<file path="src/rtl/mfda_ctrl_pkg.sv">
// Shared types and default sizing for the control/flush pad sequencer.
package mfda_ctrl_pkg;

    typedef enum logic [1:0] {
        OP_SET_MASK  = 2'd0,
        OP_PUMP      = 2'd1,
        OP_FLUSH_ALL = 2'd2,
        OP_RSVD      = 2'd3
    } cmd_op_e;

    typedef enum logic [1:0] {
        S_IDLE       = 2'd0,
        S_PUMP       = 2'd1,
        S_FLUSH_WAIT = 2'd2
    } seq_state_e;

    localparam int unsigned DEF_N_CTRL    = 13;
    localparam int unsigned DEF_N_PUMP    = 3;
    localparam int unsigned DEF_CNT_W     = 16;
    localparam int unsigned DEF_FLUSH_CYC = 8;

endpackage

</file>
<file path="src/rtl/ctrl_flush_timer.sv">
// Per-line vent timer: load starts a FLUSH_CYC pulse, clear kills it at once.
module ctrl_flush_timer #(
    parameter int unsigned FLUSH_CYC = 8
) (
    input  logic clk,
    input  logic rst_n,
    input  logic load,
    input  logic clear,
    output logic active
);

    localparam int unsigned TW = $clog2(FLUSH_CYC + 1);

    logic [TW-1:0] cnt;
    logic [TW-1:0] cnt_nxt;

    // Load wins over clear; otherwise count down to zero and hold.
    always_comb begin
        cnt_nxt = cnt;
        if (load) begin
            cnt_nxt = TW'(FLUSH_CYC);
        end else if (clear) begin
            cnt_nxt = '0;
        end else if (cnt != '0) begin
            cnt_nxt = cnt - TW'(1);
        end
    end

    // Counter and registered active flag track the same next value.
    always_ff @(posedge clk or negedge rst_n) begin
        if (!rst_n) begin
            cnt    <= '0;
            active <= 1'b0;
        end else begin
            cnt    <= cnt_nxt;
            active <= (cnt_nxt != '0);
        end
    end

endmodule

</file>
<file path="src/rtl/ctrl_pad_sequencer.sv">
// Command-driven sequencer for control pads, auto-vent flush pads and a peristaltic pump group.
module ctrl_pad_sequencer
    import mfda_ctrl_pkg::*;
#(
    parameter int unsigned N_CTRL    = DEF_N_CTRL,
    parameter int unsigned N_PUMP    = DEF_N_PUMP,
    parameter int unsigned CNT_W     = DEF_CNT_W,
    parameter int unsigned FLUSH_CYC = DEF_FLUSH_CYC
) (
    input  logic              clk,
    input  logic              rst_n,
    input  logic              cmd_valid,
    output logic              cmd_ready,
    input  logic [1:0]        cmd_op,
    input  logic [N_CTRL-1:0] cmd_mask,
    input  logic [CNT_W-1:0]  cmd_arg,
    input  logic [CNT_W-1:0]  pump_period,
    output logic [N_CTRL-1:0] ctrl_out,
    output logic [N_CTRL-1:0] flush_out,
    output logic [N_PUMP-1:0] pump_out,
    output logic              busy,
    output logic              done,
    output logic              err
);

    localparam int unsigned PH_W = (N_PUMP > 1) ? $clog2(N_PUMP) : 1;

    seq_state_e        state, state_nxt;
    cmd_op_e           op;
    logic [PH_W-1:0]   phase, phase_nxt;
    logic [CNT_W-1:0]  per_cnt, per_cnt_nxt;
    logic [CNT_W-1:0]  per_lim, per_lim_nxt;
    logic [CNT_W-1:0]  strokes, strokes_nxt;
    logic [N_CTRL-1:0] ctrl_nxt;
    logic [N_PUMP-1:0] pump_nxt;
    logic              done_nxt;
    logic              err_nxt;
    logic              load_all;
    logic [N_CTRL-1:0] tmr_load;
    logic [N_CTRL-1:0] tmr_clear;

    assign op = cmd_op_e'(cmd_op);

    // Phase k closes valve k and its neighbour (k+1) mod N_PUMP.
    function automatic logic [N_PUMP-1:0] phase_pattern(input logic [PH_W-1:0] k);
        logic [N_PUMP-1:0] p;
        int unsigned       kn;
        kn = (32'(k) + 32'd1) % N_PUMP;
        p = '0;
        p[k]  = 1'b1;
        p[kn] = 1'b1;
        return p;
    endfunction

    // Next-state, counter and output decode.
    always_comb begin
        state_nxt   = state;
        phase_nxt   = phase;
        per_cnt_nxt = per_cnt;
        per_lim_nxt = per_lim;
        strokes_nxt = strokes;
        ctrl_nxt    = ctrl_out;
        pump_nxt    = pump_out;
        done_nxt    = 1'b0;
        err_nxt     = 1'b0;
        load_all    = 1'b0;

        case (state)
            S_IDLE: begin
                if (cmd_valid) begin
                    case (op)
                        OP_SET_MASK: begin
                            ctrl_nxt = cmd_mask;
                            done_nxt = 1'b1;
                        end
                        OP_PUMP: begin
                            if (cmd_arg == '0) begin
                                err_nxt = 1'b1;
                            end else begin
                                state_nxt   = S_PUMP;
                                phase_nxt   = '0;
                                per_cnt_nxt = '0;
                                per_lim_nxt = (pump_period == '0) ? CNT_W'(1) : pump_period;
                                strokes_nxt = cmd_arg;
                                pump_nxt    = phase_pattern(PH_W'(0));
                            end
                        end
                        OP_FLUSH_ALL: begin
                            ctrl_nxt  = '0;
                            load_all  = 1'b1;
                            state_nxt = S_FLUSH_WAIT;
                        end
                        default: begin
                            err_nxt = 1'b1;
                        end
                    endcase
                end
            end
            S_PUMP: begin
                if (per_cnt == per_lim - CNT_W'(1)) begin
                    per_cnt_nxt = '0;
                    if (phase == PH_W'(N_PUMP - 1)) begin
                        phase_nxt = '0;
                        if (strokes == CNT_W'(1)) begin
                            state_nxt = S_IDLE;
                            pump_nxt  = '0;
                            done_nxt  = 1'b1;
                        end else begin
                            strokes_nxt = strokes - CNT_W'(1);
                            pump_nxt    = phase_pattern(PH_W'(0));
                        end
                    end else begin
                        phase_nxt = phase + PH_W'(1);
                        pump_nxt  = phase_pattern(phase + PH_W'(1));
                    end
                end else begin
                    per_cnt_nxt = per_cnt + CNT_W'(1);
                end
            end
            S_FLUSH_WAIT: begin
                if (flush_out == '0) begin
                    state_nxt = S_IDLE;
                    done_nxt  = 1'b1;
                end
            end
            default: begin
                state_nxt = S_IDLE;
            end
        endcase
    end

    // Falling ctrl bits start a vent; any pressurised bit kills its vent on the same edge.
    always_comb begin
        tmr_load  = '0;
        tmr_clear = '0;
        for (int i = 0; i < int'(N_CTRL); i++) begin
            tmr_load[i]  = load_all | (ctrl_out[i] & ~ctrl_nxt[i]);
            tmr_clear[i] = ctrl_nxt[i];
        end
    end

    for (genvar g = 0; g < int'(N_CTRL); g++) begin : g_flush
        ctrl_flush_timer #(
            .FLUSH_CYC (FLUSH_CYC)
        ) u_timer (
            .clk    (clk),
            .rst_n  (rst_n),
            .load   (tmr_load[g]),
            .clear  (tmr_clear[g]),
            .active (flush_out[g])
        );
    end

    // State, counters and registered outputs.
    always_ff @(posedge clk or negedge rst_n) begin
        if (!rst_n) begin
            state     <= S_IDLE;
            phase     <= '0;
            per_cnt   <= '0;
            per_lim   <= '0;
            strokes   <= '0;
            ctrl_out  <= '0;
            pump_out  <= '0;
            done      <= 1'b0;
            err       <= 1'b0;
            cmd_ready <= 1'b1;
            busy      <= 1'b0;
        end else begin
            state     <= state_nxt;
            phase     <= phase_nxt;
            per_cnt   <= per_cnt_nxt;
            per_lim   <= per_lim_nxt;
            strokes   <= strokes_nxt;
            ctrl_out  <= ctrl_nxt;
            pump_out  <= pump_nxt;
            done      <= done_nxt;
            err       <= err_nxt;
            cmd_ready <= (state_nxt == S_IDLE);
            busy      <= (state_nxt != S_IDLE);
        end
    end

endmodule

</file>
<file path="config.mk">
export PLATFORM = sky130hd
export DESIGN_NAME = ctrl_pad_sequencer
export DESIGN_NICKNAME = d
export VERILOG_FILES = /design/src/rtl/mfda_ctrl_pkg.sv /design/src/rtl/ctrl_flush_timer.sv /design/src/rtl/ctrl_pad_sequencer.sv
export SDC_FILE = /design/constraint.sdc
export NUM_CORES = 1
export LEC_CHECK = 0
export ABC_AREA = 0
export BUFFER_PORTS_ARGS = -buffer_cell sky130_fd_sc_hd__buf_2
export CAP_MARGIN = 0
export CORE_UTILIZATION = 54
export CTS_CLUSTER_SIZE = 20
export DETAILED_ROUTE_END_ITERATION = 12
export GPL_ROUTABILITY_DRIVEN = 0
export PLACE_DENSITY = 0.87
export RECOVER_POWER = 25
export SYNTH_ARGS = -nofsm -noshare
export SYNTH_HDL_FRONTEND = slang
export SYNTH_SLANG_ARGS = --single-unit
</file>
<file path="constraint.sdc">
create_clock -name clk -period 2.7 [get_ports clk]
set_input_delay 0.135 -clock clk [delete_from_list [all_inputs] [get_ports clk]]
set_output_delay 0.135 -clock clk [all_outputs]
set_load 0.05 [all_outputs]
</file>
==> run metrics, run 1 <==
crit path kind reg -> reg; Routed wire per std cell 20.9 um; DRT Pass-1 Iters 6; failing checks max-capacitance violations, max-slew violations, negative setup slack; post-synthesis async set-or-reset flop share 1.00; die height 121 um; Reg clk slew, reported paths ~0.060 ns; share of total power in the clock network 0.182; worst skew pair latency roughly 0.44 ns; vias in the first global route between 7000 and 8000; Seq/Total Area, Yosys 0.447; IO buf count 82; startpoint types flip-flop; EDFF count, synth 0; worst slew pin tran between 1.5 and 2 ns; Switching Fraction 0.450; total track usage 0.305; hpwl dp 13.5 mm; overall power 13.0 mW; CTS Buffer Depth 2; Int Power 7.17 mW; final hold slack 0.0108 ns; Synth area leaders dfrtp_1, nand2_1, ha_1; Clock Skew 0.0134 ns; Root Buffer clkbuf_16; fin crit share 1.06; utilization after layout 0.711; setup ws final -0.155 ns; combinational share of power 0.498; slew margin rel. -0.0325; DR vias about 7700; Yosys top cell area share 0.444; sequential share of power 0.320; Max Cap Violations 1; clock sink total ~140; Syn Nets 895; total CTS buffers 17; Die X-Extent ~120 um; Multi-input gate area 0.00423 mm2; dpl ws -0.0990 ns; H-tree Lvls 4; antenna violations before repair 1; Tmin final about 2.9 ns; register area 0.00343 mm2; Worst path slowest cell or4_1; r2r endpoint strokes[11]$_DFFE_PN0P_; Max FO, Critical Path 6; filler instances 888; YS warnings 0; post-synthesis register bit count 137; Primary FF master, synth dfrtp_1; most common cell in the synthesized netlist dfrtp_1; status complete, but fails checks; cell count after synthesis approximately 800; Unique masters post-synth 69; synth cell count leaders dfrtp_1, nand2_1, nor2_1; Syn-to-layout area delta 28.7%; worst r2r src strokes[8]$_DFFE_PN0P_; cell row count 43; Pins Over Slew Limit 65; post-route ant nets 0; Hold WC Path Type in -> reg; Critical Path Start strokes[8]$_DFFE_PN0P_; Max Fclk around 350 MHz; NetSw 5.86 mW; layout cells sized above 1 0.248; post-synth top area cell dfrtp_1; pwr/cell area 1320 mW/mm2; core area 0.0139 mm2; synthesized cell area roughly 0.0077 mm2; Top cell by count, worst path buf_4; leakage between 4 and 5 nW; type of destination of the critical path flip-flop; Ports between 80 and 90; final setup fails 31; worst path cell trace or4_1 > nor3b_1 > buf_4 > nand3_1 > nand2_1 > nor2_1 > a21oi_4 > buf_4 > o2bb2ai_2; DIE AREA 0.0147 mm2; DR iter-0 viols around 840; Final nets about 1000; largest net degree at the start of global routing 65; Hold Vio Cnt, Final 0; required time of the critical path slightly above 3 ns; first-pass GRT wire length 34.5 mm; worst reg2reg path depth 9; RSZ-0062 raised after global routing yes; Avg Cell Area, Syn 9.35 um2; Worst Path Arrival 3.20 ns; CTS tree yes; CP max stage delay 0.60 ns; r2r setup slk -0.16 ns; total gr overflow 0; initial core utilization 0.553; Critical Path Sink strokes[11]$_DFFE_PN0P_; DR DRC count 0; Vias/cell approximately 6.6; final wirelength roughly 24 mm; Worst VDD drop approximately 0.00095 V
## worst min-delay path by stage
stage,slack [ns],from,depth (start not counted),end
after detailed placement,0.16,rst_n,1,g_flush[10].u_timer.cnt[0]$_DFF_PN0_
after CTS,0.0006,cmd_mask[6],2,ctrl_out[6]$_DFF_PN0_
after floorplan,-0.16,rst_n,0,busy$_DFF_PN0_
after global routing,0.01,cmd_mask[5],2,ctrl_out[5]$_DFF_PN0_
final,0.01,cmd_mask[5],2,ctrl_out[5]$_DFF_PN0_
after global placement,0.16,rst_n,1,g_flush[10].u_timer.cnt[1]$_DFF_PN0_
## per-stage QoR
stage	instances	area, um2	setup TNS, ns
6_report	1158	9870	-1.79
3_5_place_dp	1091	8520	-1.30
2_1_floorplan	821	7730	-0.193
4_1_cts	1153	9570	-0.246
5_1_grt	1158	9870	-4.92
3_3_place_gp	1091	8520	-0.0272
## sequential cells by signal, indices dropped and copies added (netlist names)
| signal | flops |
|---|---|
| busy | 1 |
| cmd_ready | 1 |
| ctrl_out | 13 |
| done | 1 |
| err | 1 |
| g_flush.u_timer.active | 13 |
| g_flush.u_timer.cnt | 52 |
| per_cnt | 16 |
| per_lim | 16 |
| phase | 2 |
| pump_out | 3 |
| state | 2 |
| strokes | 16 |
## final cells by class
cell class	instances	area share
multi-input combinational	603	0.429
sequential	137	0.348
timing repair buffer	168	0.126
clock buffer	21	0.0466
tap	180	0.0228
inverter	41	0.0156
clock inverter	7	0.0122
antenna	1	0.000253
## logic make-up (layout without fill, tap and decap cells)
logic type / count (synthesis) / count (layout) / synth area share
compound gates: 178 / 178 / 0.168
xor+xnor: 37 / 37 / 0.0422
fa+ha+maj: 24 / 24 / 0.0391
buf+inv: 81 / 237 / 0.0484
flops: 137 / 137 / 0.447
mux: 6 / 6 / 0.00783
other cells: 0 / 1 / 0
simple gates: 358 / 358 / 0.248
## worst max-delay path: cells and delay by family (launching register included)
family                 cells  cell delay, ns
flip-flops                 1            0.47
AO/OA/AOI/OAI              2            0.43
buffers and inverters      2            0.37
AND/OR/NAND/NOR            5            1.51
## repair_timing
action,in CTS,in global routing
pin swaps,15,25
setup endpoints to repair,31,41
cloned,0,2
hold endpoints to repair,89,0
resized for setup,23,53
hold buffers,28,0
buffers inserted,6,2
## power groups by stage
stage          clock [mW]  sequential [mW]  combinational [mW]
2_1_floorplan           0             4.18                4.13
3_3_place_gp            0             3.98                5.47
3_5_place_dp            0             4.03                5.70
4_1_cts              2.35             4.03                6.00
5_1_grt              2.46             4.26                6.99
6_report             2.38             4.17                6.49
## metal layers
metal  share of wire  global-route usage  vias to the layer above  routed length (um)
met5               0                   0                        -                   0
met4           0.060               0.201                        0                1450
met3           0.084              0.0672                      168                2040
met2            0.49               0.498                      542               11900
met1            0.37               0.362                     3701                8870
li1                -                   -                     3266                   -
## cells in the final DEF (no fill, tap or decap), types with 7 or more instances in the layout
| cell type | count |
|---|---|
| nor2_1 | 59 |
| o32ai_1 | 9 |
| buf_4 | 42 |
| and2_1 | 7 |
| xnor2_1 | 25 |
| dlygate4sd3_1 | 28 |
| a22o_1 | 18 |
| inv_1 | 40 |
| nor3_1 | 24 |
| nand2b_1 | 23 |
| buf_2 | 81 |
| nor4_1 | 17 |
| clkbuf_16 | 19 |
| nand2_1 | 89 |
| dfrtp_1 | 135 |
| or3_1 | 34 |
| nand4_1 | 8 |
| a211oi_1 | 27 |
| a21oi_1 | 25 |
| nor2b_1 | 13 |
| o21bai_1 | 9 |
| buf_6 | 9 |
| xor2_1 | 9 |
| nand3_1 | 23 |
| o21ai_0 | 23 |
| ha_1 | 23 |
Power figures use the tool's default switching activity.
==> inputs of run 2 (changes only) <==
--- a/config.mk
+++ b/config.mk
@@ -8,12 +8,13 @@
 export ABC_AREA = 0
 export BUFFER_PORTS_ARGS = -buffer_cell sky130_fd_sc_hd__buf_2
 export CAP_MARGIN = 0
-export CORE_UTILIZATION = 54
+export CORE_UTILIZATION = 45
 export CTS_CLUSTER_SIZE = 20
 export DETAILED_ROUTE_END_ITERATION = 12
 export GPL_ROUTABILITY_DRIVEN = 0
-export PLACE_DENSITY = 0.87
+export PLACE_DENSITY = 0.76
 export RECOVER_POWER = 25
+export REMOVE_ABC_BUFFERS = 1
 export SYNTH_ARGS = -nofsm -noshare
 export SYNTH_HDL_FRONTEND = slang
 export SYNTH_SLANG_ARGS = --single-unit
==> run metrics, run 2 (synthesis results as in run 1) <==
status complete, but fails checks; failing checks negative setup slack; crit path buf inv count 2; Syn-to-layout area delta 29.2%; Reg with most FFs g_flush.u_timer.cnt; utilization after layout 0.596; Vias/cell 5.78; first-pass GRT wire length 31.7 mm; final hold slack 0.00262 ns; IO buf count 82; RSZ-0062 raised after global routing yes; clock sink total 137; total CTS buffers 17; DIE AREA 0.0176 mm2; worst skew pair latency ~0.44 ns; H-tree Lvls 4; Max Cap Violations 0; Final nets ~1000; Non-Filler Instances between 1000 and 1500; setup ws final -0.165 ns; CTS Buffer Depth 2; Placed Area 0.00859 mm2; Tmin final 2.87 ns; Max FO, Critical Path 4; Ports 83; vias in the first global route 6670; worst reg2reg path depth 10; DR vias 6972; Worst path slowest cell or4_4; commonest non-fill, non-tap cell in the layout dfrtp_1; die height 133 um; Hold WC Path Type in -> reg; Root Buffer clkbuf_16; Reg clk slew, reported paths 0.06 ns; hpwl dp 13.4 mm; Final Cell Area approximately 0.0099 mm2; total gr overflow 0; Max Fclk 349 MHz; cell row count 47; type of destination of the critical path flip-flop; total track usage 0.227; most frequent cells in the layout dfrtp_1, nand2_1, buf_2, nor2_1, buf_4; Clock Skew 0.00807 ns; worst slew pin tran 1.43 ns; largest net degree at the start of global routing slightly below 60; CTS tree yes; Worst VDD drop 0.000916 V; initial core utilization 0.461; Pins Over Slew Limit 0; final wirelength 20.3 mm; post-route ant nets 0; WHS Path Cells 3; fin crit share 1.06; Hold Vio Cnt, Final 0; Worst path depth 10; core area 0.0166 mm2; antenna violations before repair 0; worst path cell trace buf_6 > or4_4 > nor4_4 > xnor2_2 > o21ai_2 > nor4_4 > buf_6 > nand2_4 > or3_1 > a32o_1; final setup fails 38; DRT Pass-1 Iters 6; DR DRC count 0; Top delay family on crit path simple AND/OR/NAND/NOR gates; Worst Path Arrival 3.19 ns; Cells after DPL 1141; Die X-Extent 133 um; pwr/cell area 1270 mW/mm2; CP max stage delay 0.53 ns; max FFs per register 52; Routed wire per std cell roughly 17 um; DR iter-0 viols 599; required time of the critical path 3.02 ns; antenna cells 0; crit path kind reg -> reg; slew margin rel. 0.0460; layout cells sized above 1 0.248; leakage roughly 4.3 nW; startpoint types flip-flop
run 2: changes by cell type in the layout (fill, tap and decap cells not counted), sizes merged:
| cell | before | now |
|---|---|---|
| diode | 1 | 0 |
| buf | 136 | 143 |
| clkbuf | 25 | 20 |
| clkinvlp | 1 | 3 |
| inv | 42 | 47 |
| bufinv | 3 | 2 |
| clkinv | 2 | 3 |
| dlygate4sd3 | 28 | 29 |
run 2: worst paths after layout:
kind | from | endpoint | slack (ns)
worst max-delay path | per_lim[1]$_DFFE_PN0P_ | strokes[7]$_DFFE_PN0P_ | -0.17
worst min-delay path | pump_period[0] | per_lim[0]$_DFFE_PN0P_ | 0.003
worst max register to register | per_lim[1]$_DFFE_PN0P_ | strokes[7]$_DFFE_PN0P_ | -0.17
worst min register to register | pump_out[2]$_DFFE_PN0P_ | pump_out[2]$_DFFE_PN0P_ | 0.50
max in group asynchronous | rst_n | strokes[2]$_DFFE_PN0P_ | 0.71
min in group asynchronous | rst_n | g_flush[1].u_timer.cnt[3]$_DFF_PN0_ | 0.58
run 2: power breakdown:
part / internal [mW] / switching (mW) / total, mW / leakage (nW)
combinational: 2.63 / 3.54 / 6.18 / 2.34
clock: 1.41 / 0.984 / 2.39 / 0.286
sequential: 3.02 / 1.02 / 4.04 / 1.71
total: 7.06 / 5.55 / 12.6 / 4.33
run 2: per-stage QoR:
step                      setup WS [ns]  setup TNS (ns)  total power, mW
after floorplan                  -0.148           -1.80             8.06
after global placement          -0.0743          -0.436             9.55
after detailed placement         -0.167           -2.69             9.68
after CTS                       -0.0775          -0.362             12.3
after global routing             -0.244           -6.72             13.4
final                            -0.165           -3.47             12.6
run 2: final cells by class:
cell class	instances	area, um2
Tap cell	220	275
Inverter	41	154
Fill cell	1313	6730
Timing Repair Buffer	174	1240
Multi-Input combinational cell	603	4210
Clock inverter	14	164
Clock buffer	18	439
Sequential cell	137	3430
run 2: timing repair:
action	CTS	global route
setup endpoints to repair	35	41
pin swaps	3	41
hold endpoints to repair	80	0
gates resized for setup	10	68
buffers inserted	3	2
hold buffers	29	0
gates cloned	0	0
run 2: worst min-delay path, stage by stage:
cell	delay, ns
buf_2	0.08
a311oi_1	0.04
a21oi_1	0.14
run 2: per-layer routing:
layer / GRT usage / wire length [um] / share of wire / up-vias
li1: - / - / - / 3285
met5: 0 / 0 / 0 / -
met4: 0.0754 / 571 / 0.028 / 0
met1: 0.281 / 8600 / 0.42 / 3369
met2: 0.387 / 10000 / 0.50 / 246
met3: 0.0556 / 1050 / 0.052 / 72
